===== src/rtl/common_pkg.sv =====
// rtl/common_pkg.sv - shared array geometry, operand element and feeder types
//
// Purpose: array size, element layout and the edge-feeder state/length types
// shared by the operand feeders and the PE array.
// Ports: none (package).
package common_pkg;

  localparam int SYS_ARRAY_SIZE = 2;
  localparam int DATA_WIDTH     = 8;
  localparam int K_WIDTH        = 16;

  typedef logic [K_WIDTH-1:0] klen_t;

  // One operand element as seen by a PE: payload plus end-of-pass marker.
  typedef struct packed {
    logic [DATA_WIDTH-1:0] data;
    logic                  last;
  } matrix_data_t;

  typedef matrix_data_t [SYS_ARRAY_SIZE-1:0] edge_feed_t;

  typedef enum logic [1:0] {
    FD_IDLE  = 2'd0,
    FD_FEED  = 2'd1,
    FD_FLUSH = 2'd2
  } feeder_state_e;

endpackage


===== src/rtl/skew_delay_line.sv =====
// rtl/skew_delay_line.sv - fixed-depth shift register used for diagonal skew
//
// Purpose: delays one lane's element stream by DEPTH cycles.
// Ports:
//   clk_i  in   clock
//   rst_i  in   synchronous active-high reset, clears every stage
//   d_i    in   element entering the line
//   q_o    out  element leaving the line (registered)
module skew_delay_line
  import common_pkg::*;
#(
  parameter int  DEPTH = 1,
  parameter type T     = matrix_data_t
) (
  input  logic clk_i,
  input  logic rst_i,
  input  T     d_i,
  output T     q_o
);

  T stage_q [DEPTH];

  always_ff @(posedge clk_i) begin
    if (rst_i) begin
      for (int s = 0; s < DEPTH; s++) begin
        stage_q[s] <= '0;
      end
    end else begin
      stage_q[0] <= d_i;
      for (int s = 1; s < DEPTH; s++) begin
        stage_q[s] <= stage_q[s-1];
      end
    end
  end

  assign q_o = stage_q[DEPTH-1];

endmodule


===== src/rtl/operand_skew_feeder.sv =====
// rtl/operand_skew_feeder.sv - skewed operand feeder for one systolic array edge
//
// Purpose: accepts one K-element column vector per handshake and drives lane i
// of the array edge with that vector's element delayed i+1 cycles, tagging the
// final vector of a pass with last=1.
// Optional feature: FEEDER_STALL_CNT_EN adds stall_cnt_o (FEED cycles without
// upstream valid, cleared by an accepted start, saturating).
// Ports:
//   clk_i        in   clock
//   rst_i        in   synchronous active-high reset
//   start_i      in   begin a pass (sampled in IDLE only)
//   k_len_i      in   vectors in the pass, sampled with start_i
//   vec_valid_i  in   upstream vector valid
//   vec_ready_o  out  high while in FEED
//   vec_data_i   in   lane i at [i*DATA_WIDTH +: DATA_WIDTH]
//   pe_data_o    out  skewed {data,last} per lane
//   busy_o       out  state != IDLE
//   done_o       out  one-cycle pass-end pulse
//   stall_cnt_o  out  (FEEDER_STALL_CNT_EN only) stall cycle count
module operand_skew_feeder
  import common_pkg::*;
#(
  parameter int N       = SYS_ARRAY_SIZE,
  parameter int K_WIDTH = 16
) (
  input  logic                    clk_i,
  input  logic                    rst_i,
  input  logic                    start_i,
  input  logic [K_WIDTH-1:0]      k_len_i,
  input  logic                    vec_valid_i,
  output logic                    vec_ready_o,
  input  logic [N*DATA_WIDTH-1:0] vec_data_i,
  output matrix_data_t [N-1:0]    pe_data_o,
  output logic                    busy_o,
  output logic                    done_o
`ifdef FEEDER_STALL_CNT_EN
  ,
  output logic [31:0]             stall_cnt_o
`endif
);

  localparam logic [1:0] S_IDLE  = FD_IDLE;
  localparam logic [1:0] S_FEED  = FD_FEED;
  localparam logic [1:0] S_FLUSH = FD_FLUSH;

  localparam int                 FW         = (N > 2) ? $clog2(N) : 1;
  localparam logic [FW-1:0]      FLUSH_LAST = FW'((N > 1) ? N - 2 : 0);
  localparam logic [K_WIDTH-1:0] K_ONE      = K_WIDTH'(1);

  logic [1:0]         state_q, state_d;
  logic [K_WIDTH-1:0] k_cnt_q, k_cnt_d;
  logic [K_WIDTH-1:0] k_len_q, k_len_d;
  logic [FW-1:0]      flush_cnt_q, flush_cnt_d;
  logic               ready_q, ready_d;
  logic               busy_q, busy_d;
  logic               done_q, done_d;

  logic accept;
  logic last_vec;

  // ready_q is only ever set while in FEED, so accept implies FEED.
  assign accept   = vec_valid_i & ready_q;
  // k_len_q >= 1 whenever FEED is entered, so K-1 never underflows here.
  assign last_vec = (k_cnt_q == (k_len_q - K_ONE));

  always_comb begin
    state_d     = state_q;
    k_cnt_d     = k_cnt_q;
    k_len_d     = k_len_q;
    flush_cnt_d = flush_cnt_q;
    done_d      = 1'b0;
    case (state_q)
      S_IDLE: begin
        if (start_i) begin
          k_cnt_d = '0;
          k_len_d = k_len_i;
          if (k_len_i == '0) begin
            done_d = 1'b1;
          end else begin
            state_d = S_FEED;
          end
        end
      end
      S_FEED: begin
        if (accept) begin
          // K <= 2^K_WIDTH-1, so this stops at K and cannot wrap.
          k_cnt_d = k_cnt_q + K_ONE;
          if (last_vec) begin
            flush_cnt_d = '0;
            if (N == 1) begin
              state_d = S_IDLE;
              done_d  = 1'b1;
            end else begin
              state_d = S_FLUSH;
            end
          end
        end
      end
      S_FLUSH: begin
        // Final accept at t: FLUSH spans t+1..t+N-1, done_o lands at t+N,
        // the same cycle lane N-1 shows last=1.
        flush_cnt_d = flush_cnt_q + 1'b1;
        if (flush_cnt_q == FLUSH_LAST) begin
          state_d = S_IDLE;
          done_d  = 1'b1;
        end
      end
      default: state_d = S_IDLE;
    endcase
    ready_d = (state_d == S_FEED);
    busy_d  = (state_d != S_IDLE);
  end

  always_ff @(posedge clk_i) begin
    if (rst_i) begin
      state_q     <= S_IDLE;
      k_cnt_q     <= '0;
      k_len_q     <= '0;
      flush_cnt_q <= '0;
      ready_q     <= 1'b0;
      busy_q      <= 1'b0;
      done_q      <= 1'b0;
    end else begin
      state_q     <= state_d;
      k_cnt_q     <= k_cnt_d;
      k_len_q     <= k_len_d;
      flush_cnt_q <= flush_cnt_d;
      ready_q     <= ready_d;
      busy_q      <= busy_d;
      done_q      <= done_d;
    end
  end

  assign vec_ready_o = ready_q;
  assign busy_o      = busy_q;
  assign done_o      = done_q;

  // Every non-accept cycle injects {0,0}: stall bubbles in FEED, drain in
  // FLUSH/IDLE. Matching bubbles on the twin feeder multiply to zero.
  for (genvar i = 0; i < N; i++) begin : g_lane
    matrix_data_t lane_in;
    assign lane_in.data = accept ? vec_data_i[i*DATA_WIDTH +: DATA_WIDTH] : '0;
    assign lane_in.last = accept & last_vec;

    skew_delay_line #(
      .DEPTH (i + 1),
      .T     (matrix_data_t)
    ) u_skew (
      .clk_i (clk_i),
      .rst_i (rst_i),
      .d_i   (lane_in),
      .q_o   (pe_data_o[i])
    );
  end

`ifdef FEEDER_STALL_CNT_EN
  logic [31:0] stall_cnt_q, stall_cnt_d;

  always_comb begin
    stall_cnt_d = stall_cnt_q;
    if (state_q == S_IDLE && start_i) begin
      stall_cnt_d = '0;
    end else if (state_q == S_FEED && !vec_valid_i && stall_cnt_q != '1) begin
      stall_cnt_d = stall_cnt_q + 32'd1;
    end
  end

  always_ff @(posedge clk_i) begin
    if (rst_i) begin
      stall_cnt_q <= '0;
    end else begin
      stall_cnt_q <= stall_cnt_d;
    end
  end

  assign stall_cnt_o = stall_cnt_q;
`endif

endmodule


===== config.mk =====
export PLATFORM = sky130hd
export DESIGN_NAME = operand_skew_feeder
export DESIGN_NICKNAME = d
export VERILOG_FILES = /design/src/rtl/common_pkg.sv /design/src/rtl/skew_delay_line.sv /design/src/rtl/operand_skew_feeder.sv
export SDC_FILE = /design/constraint.sdc
export NUM_CORES = 1
export LEC_CHECK = 0
export ABC_AREA = 1
export ABC_CLOCK_PERIOD_IN_PS = 2400
export CAP_MARGIN = 20
export CELL_PAD_IN_SITES_DETAIL_PLACEMENT = 0
export CELL_PAD_IN_SITES_GLOBAL_PLACEMENT = 1
export CORE_MARGIN = 8
export CORE_UTILIZATION = 37
export CTS_CLUSTER_DIAMETER = 50
export DETAILED_ROUTE_END_ITERATION = 10
export HOLD_SLACK_MARGIN = 0.03
export PLACE_DENSITY_LB_ADDON = 0.1
export SETUP_SLACK_MARGIN = 0.5
export SYNTH_ARGS = -nofsm -noshare
export SYNTH_HDL_FRONTEND = slang
export SYNTH_SLANG_ARGS = --single-unit

===== constraint.sdc =====
create_clock -name clk_i -period 2.4 [get_ports clk_i]
set_input_delay 0.6 -clock clk_i [delete_from_list [all_inputs] [get_ports clk_i]]
set_output_delay 0.6 -clock clk_i [all_outputs]
set_load 0.005 [all_outputs]

==> results.sh, run 1 <==
export IMPL_ys_seq_elements=64
export IMPL_r2r_end="busy_o"
export IMPL_min_period_ns=1.83
export IMPL_initial_utilization_pct=38.3
export IMPL_holdCritPathClass="reg2reg"
export IMPL_synth_ff_type="dfxtp_1"
export IMPL_globalRouteOverflowTotal=0
export IMPL_rsz0062_at_grt="true"
export IMPL_place_inst=605
export IMPL_root_buffer="clkbuf_8"
export IMPL_fill_cells=832
export IMPL_routed_via_density=4.61
export IMPL_worstHoldPathCells=2
export IMPL_area_delta_synth_final_pct=31.6
export IMPL_final_setup_skew_ns=0.00674
export IMPL_grtUsageTotal_pct=13.7
export IMPL_core_um2=8220
export IMPL_first_pass_iters=4
export IMPL_io_pins=57
export IMPL_hold_path_end="g_lane[1].u_skew.stage_q[0][14]"
export IMPL_critical_path_max_stage_delay_ns=0.52
export IMPL_syn_inst=455
export IMPL_p_per_area_nw_per_um2=612
export IMPL_finalWirelength_mm=7.78
export IMPL_cp_max_fo=3
export IMPL_ys_seq_area_share_pct=40.7
export IMPL_p_leak_nw=1.82
export IMPL_crit_arrival_ns=1.23
export IMPL_ant_nets=0
export IMPL_rr_worst_depth=13
export IMPL_drt_initial_drc_count=180
export IMPL_min_delay_start="g_lane[1].u_skew.stage_q[0][5]"
export IMPL_fin_crit_sh_pct=76.3
export IMPL_finalNetCount=555
export IMPL_synth_cell_types=39
export IMPL_wire_per_inst_um=12.4
export IMPL_drcViolationCount=0
export IMPL_finalHoldViolations=0
export IMPL_numPortBuffers=56
export IMPL_crit_chain="clkdlybuf4s50_1"
export IMPL_fin_setup_tns_ns=0
export IMPL_synthArstFlopShare_pct=0
export IMPL_drv_slew=0
export IMPL_cts_tree="done"
export IMPL_synth_area_um2=3150
export IMPL_reg2reg_from="k_len_q[0]"
export IMPL_multi_input_area_um2=1570
export IMPL_dieWidth_um=108
export IMPL_layout_drive_gt1_share_pct=17.0
export IMPL_cp_slowest_cell="clkdlybuf4s50_1"
export IMPL_cts_buffers=9
export IMPL_cts_buffer_depth=2
export IMPL_status="finished clean"
export IMPL_die_h_um=108
export IMPL_path_delay_family="buffers and inverters"
export IMPL_vias=2892
export IMPL_path_class="reg2out"
export IMPL_r2r_setup_slack_ns=0.58
export IMPL_synth_edf_count=0
export IMPL_drv_cap=0
export IMPL_die_area_um2=11700
export IMPL_clkTransAtPathRegs_ns=0.08
export IMPL_syn_nets=493
export IMPL_clock_sinks=64
export IMPL_worstMarginPinSlew_ns=0.429
export IMPL_insertion_delay_ns=0.34
export IMPL_instances_no_fill=627
export IMPL_yosysWarningCount=0
export IMPL_irDropWorstVdd_mv=0.321
export IMPL_seq_area_um2=1280
export IMPL_grt_pass1_wl_mm=12.8
export IMPL_worstPathRequired_ns=1.80
export IMPL_antenna_found_initial=0
export IMPL_start_kind="flip-flop"
export IMPL_fmax_mhz=546
export IMPL_grt_max_degree=29
export IMPL_antenna_cells=0
export IMPL_grt_pass1_vias=2713
export IMPL_htree_levels=3
export IMPL_dpl_hpwl_mm=6.04
export IMPL_fp_row_count=33
export IMPL_globalplace_congestion=0.770
export IMPL_path_buf_inv=1
export IMPL_avgSynthCellArea_um2=6.92
export IMPL_slew_headroom_pct=71.3
export IMPL_cp_end_kind="primary output"
export IMPL_setup_viol=0
[per-layer routing]
metal	GRT usage (%)	up-vias	routed length [µm]
met5	0	-	0
met4	6.05	0	108
met3	3.09	15	397
met2	21.2	71	3430
met1	17.9	1285	3840
li1	-	1521	-
[stage by stage]
stage / worst slack [ns] / area (µm²) / hold slack [ns] / power, mW / util, %
floorplan: 0.678 / 3150 / 0.388 / 1.41 / -
finish: 0.569 / 4140 / 0.402 / 2.53 / 50.4
global route: 0.430 / 4140 / 0.411 / 2.67 / 50.4
global placement: 0.0435 / 3790 / 0.390 / 1.56 / 46.1
CTS: 0.489 / 4030 / 0.399 / 2.53 / 49.1
detailed placement: 0.00239 / 3790 / 0.394 / 1.57 / 46.1
[cell usage after synthesis, types with 2 or more instances]
master | n | area, µm²
xnor2_1 | 4 | 35.0
nor2_2 | 10 | 62.6
nand3_2 | 2 | 20.0
nor2_1 | 78 | 293
o21ai_0 | 22 | 110
nor2_4 | 3 | 33.8
nand2_1 | 87 | 327
ha_1 | 2 | 25.0
xor2_1 | 4 | 35.0
nand3_1 | 20 | 100
nor4_1 | 2 | 12.5
nand3b_1 | 2 | 15.0
o21ai_1 | 3 | 15.0
clkbuf_1 | 6 | 22.5
nand4_1 | 6 | 37.5
buf_4 | 10 | 75.1
a21oi_1 | 25 | 125
nor3_1 | 6 | 30.0
inv_2 | 6 | 22.5
dfxtp_1 | 64 | 1280
buf_2 | 2 | 10.0
nand2_2 | 6 | 37.5
inv_1 | 69 | 259
[flip-flops by register name (all words and copies together) (netlist names)]
signal	cells
g_lane.u_skew.stage_q	26
vec_ready_o	1
busy_o	1
state_q	2
flush_cnt_q	1
k_len_q	16
done_o	1
k_cnt_q	16
[cell usage in the layout (no fill, tap or decap), drive strengths merged]
cell type and n:
a31o 1, o211a 1, nand2 94, inv 76
or2 1, ha 2, xor2 5, a211oi 1
and2 1, nor2 92, clkbuf 11, nor3b 1
clkinv 3, dfxtp 64, dlymetal6s2s 1, a2bb2oi 1
nand3 23, xnor2 4, o21ai 26, a31oi 1
clkinvlp 2, a21oi 25, nand4 6, nand3b 2
nor4 2, bufinv 1, nor3 6, o31ai 1
buf 14, clkdlybuf4s50 54
[layout make-up]
class | instances | area share (%)
clock buffers | 10 | 3.32
repair buffers | 70 | 16.0
inverters | 76 | 6.97
clock inverters | 6 | 1.63
well taps | 105 | 3.17
flip-flops and latches | 64 | 31.0
multi-input cells | 296 | 37.9
[how the worst max path moves through the flow]
| stage | startpoint | endpoint | cells past startpoint |
|---|---|---|---|
| 4_1_cts | start_i | k_cnt_q[14] | 12 |
| 3_3_place_gp | vec_valid_i | k_cnt_q[14] | 12 |
| 3_5_place_dp | vec_valid_i | k_cnt_q[14] | 12 |
| 2_1_floorplan | vec_valid_i | k_cnt_q[14] | 11 |
| 5_1_grt | k_len_q[0] | busy_o | 13 |
| 6_report | vec_ready_o | vec_ready_o | 1 |
[tightest hold or removal path, cell delays in order, from the launching register on]
cell     delay, ns
dfxtp_1       0.30
inv_1         0.04
nor2_1        0.03
[cells by family after synthesis]
logic type                 Yosys count  synth area share, %
buffers and inverters               95                 12.6
AOI/OAI and AO/OA                   57                 10.0
xor gates and xnor gates             9                 2.74
and+or+nand+nor                    228                 33.1
adders and majority gates            2                0.795
DFF                                 64                 40.7
[power breakdown]
group          leakage, nW  total (mW)  internal (mW)  switching [mW]
Combinational         1.20       0.444          0.194           0.251
Clock               0.0989       0.957          0.511           0.446
Sequential           0.522        1.13           1.10          0.0362
[timing repair]
item / CTS / global route
setup buffers: 1 / 5
endpoints found under the hold margin: 0 / 0
gates cloned: 0 / 0
hold buffers: 0 / 0
endpoints found under the setup margin: 12 / 11
gates resized for setup: 10 / 25
pin swaps: 9 / 19
(Power assumes the default switching activity.)
==> inputs of run 2 (changes only) <==
--- a/config.mk
+++ b/config.mk
@@ -6,7 +6,7 @@
 export NUM_CORES = 1
 export LEC_CHECK = 0
 export ABC_AREA = 1
-export ABC_CLOCK_PERIOD_IN_PS = 2400
+export ABC_CLOCK_PERIOD_IN_PS = 1800
 export CAP_MARGIN = 20
 export CELL_PAD_IN_SITES_DETAIL_PLACEMENT = 0
 export CELL_PAD_IN_SITES_GLOBAL_PLACEMENT = 1
==> constraint.sdc (replaced) <==
create_clock -name clk_i -period 1.8 [get_ports clk_i]
set_input_delay 0.45 -clock clk_i [delete_from_list [all_inputs] [get_ports clk_i]]
set_output_delay 0.45 -clock clk_i [all_outputs]
set_load 0.005 [all_outputs]
==> results.sh, run 2 (synthesis results as in run 1) <==
export IMPL_initial_utilization_pct=38.3
export IMPL_reg2reg_from="k_len_q[0]"
export IMPL_worstPathRequired_ns=2.04
export IMPL_dieWidth_um=108
export IMPL_globalplace_congestion=0.776
export IMPL_cts_buffer_depth=2
export IMPL_routed_via_density=4.60
export IMPL_core_um2=8220
export IMPL_vias=2988
export IMPL_fp_row_count=33
export IMPL_slew_headroom_pct=76.2
export IMPL_final_cell_mix="nand2_1 (77), inv_1 (65), nor2_1 (65)"
export IMPL_largest_reg_flops=26
export IMPL_wire_per_inst_um=12.8
export IMPL_finalWirelength_mm=8.34
export IMPL_largest_register="g_lane.u_skew.stage_q"
export IMPL_postCtsHoldBufs=0
export IMPL_first_pass_iters=6
export IMPL_die_h_um=108
export IMPL_dpl_hpwl_mm=6.27
export IMPL_drcViolationCount=0
export IMPL_status="finished clean"
export IMPL_p_leak_nw=2.17
export IMPL_drv_slew=0
export IMPL_fmax_mhz=569
export IMPL_finalHoldViolations=0
export IMPL_irDropWorstVdd_mv=0.343
export IMPL_clkTransAtPathRegs_ns=0.07
export IMPL_power_mw=3.74
export IMPL_drv_cap=0
export IMPL_drt_initial_drc_count=98
export IMPL_ant_nets=0
export IMPL_path_class="reg2reg"
export IMPL_numPortBuffers=56
export IMPL_grt_pass1_wl_mm=13.7
export IMPL_start_kind="flip-flop"
export IMPL_cts_buffers=9
export IMPL_io_pins=57
export IMPL_setup_viol=0
export IMPL_insertion_delay_ns=0.35
export IMPL_cp_end_kind="flip-flop"
export IMPL_fin_setup_tns_ns=0
export IMPL_worstHoldPathCells=2
export IMPL_min_delay_start="g_lane[1].u_skew.stage_q[0][5]"
export IMPL_crit_arrival_ns=2.00
export IMPL_worstMarginPinSlew_ns=0.356
export IMPL_rsz0062_at_grt="true"
export IMPL_p_per_area_nw_per_um2=818
export IMPL_layout_commonest_cell="nand2_1"
export IMPL_area_delta_synth_final_pct=45.4
export IMPL_final_setup_skew_ns=0.00793
export IMPL_htree_levels=3
export IMPL_grt_max_degree=20
export IMPL_largestRegisters="g_lane.u_skew.stage_q: 26 flops, k_cnt_q: 16 flops, k_len_q: 16 flops"
export IMPL_finalNetCount=578
export IMPL_layout_drive_gt1_share_pct=32.5
export IMPL_root_buffer="clkbuf_8"
export IMPL_startpoint="k_len_q[0]"
export IMPL_grt_pass1_vias=2917
export IMPL_grtUsageTotal_pct=14.6
export IMPL_clock_sinks=64
export IMPL_rr_worst_depth=13
export IMPL_fin_crit_sh_pct=97.6
export IMPL_cts_tree="done"
export IMPL_antenna_cells=0
export IMPL_globalRouteOverflowTotal=0
export IMPL_min_period_ns=1.76
export IMPL_cp_max_fo=7
export IMPL_holdCritPathClass="reg2reg"
export IMPL_antenna_found_initial=0
export IMPL_die_area_um2=11700
run 2: cell types whose count changed in the layout (fill, tap and decap cells not counted), moves of 8 or more:
cell             change
a21oi_1              -8
dfxtp_1             -10
dfxtp_2              +9
buf_6                +9
buf_2               +20
a21oi_2              +8
clkdlybuf4s50_1     -27
buf_4               +11
run 2: worst paths after layout:
check                                                        to  slack, ns
worst max-delay path                                     busy_o       0.04
worst min-delay path            g_lane[1].u_skew.stage_q[0][14]       0.40
worst min register to register  g_lane[1].u_skew.stage_q[0][14]       0.40
worst max register to register                           busy_o       0.04
run 2: report_power, final:
group / switching (mW) / total [mW] / internal, mW
combinational: 0.361 / 0.671 / 0.310
sequential: 0.0516 / 1.51 / 1.46
clock: 0.594 / 1.56 / 0.965
run 2: what timing repair did:
action                                  CTS  global route
buffers inserted                          7             7
endpoints found under the hold margin     0             0
cloned                                    1             0
endpoints found under the setup margin   56            32
gates resized for setup                 130            56
pin swaps                                22            32
run 2: worst max-delay path, cell delays in order (launching register included):
cell and delay (ns):
dfxtp_2 0.33, inv_4 0.07, ha_4 0.16, nand3_4 0.10
nor2_4 0.18, nand2_1 0.08, nand2_1 0.07, nand2_2 0.06
nor2_4 0.15, nand3_2 0.11, o21ai_2 0.13, nand2_1 0.07
nand2_2 0.09, nand2_1 0.05
run 2: routing by layer:
metal  GRT usage (%)  vias up  routed length (µm)
met5               0        -                   0
met3            3.51        9                 420
met4            6.24        0                  64
met1            18.7     1343                4000
li1                -     1575                   -
met2            23.0       61                3850
run 2: layout make-up:
type / instances / area (µm²)
clock inverters: 6 / 115
flip-flops and latches: 64 / 1300
inverters: 76 / 298
clock buffers: 10 / 138
multi-input cells: 296 / 1760
fillers: 805 / 3640
well taps: 105 / 131
repair buffers: 93 / 840
run 2: stage by stage:
step	cells	utilization (%)	setup slack [ns]	hold WS [ns]	area [µm²]
floorplan	455	-	0.236	0.388	3200
detailed placement	619	48.2	-0.446	0.396	3960
global placement	619	48.2	-0.431	0.391	3960
global route	650	55.7	-0.133	0.402	4580
CTS	643	52.7	-0.00148	0.398	4330
finish	650	55.7	0.0423	0.395	4580
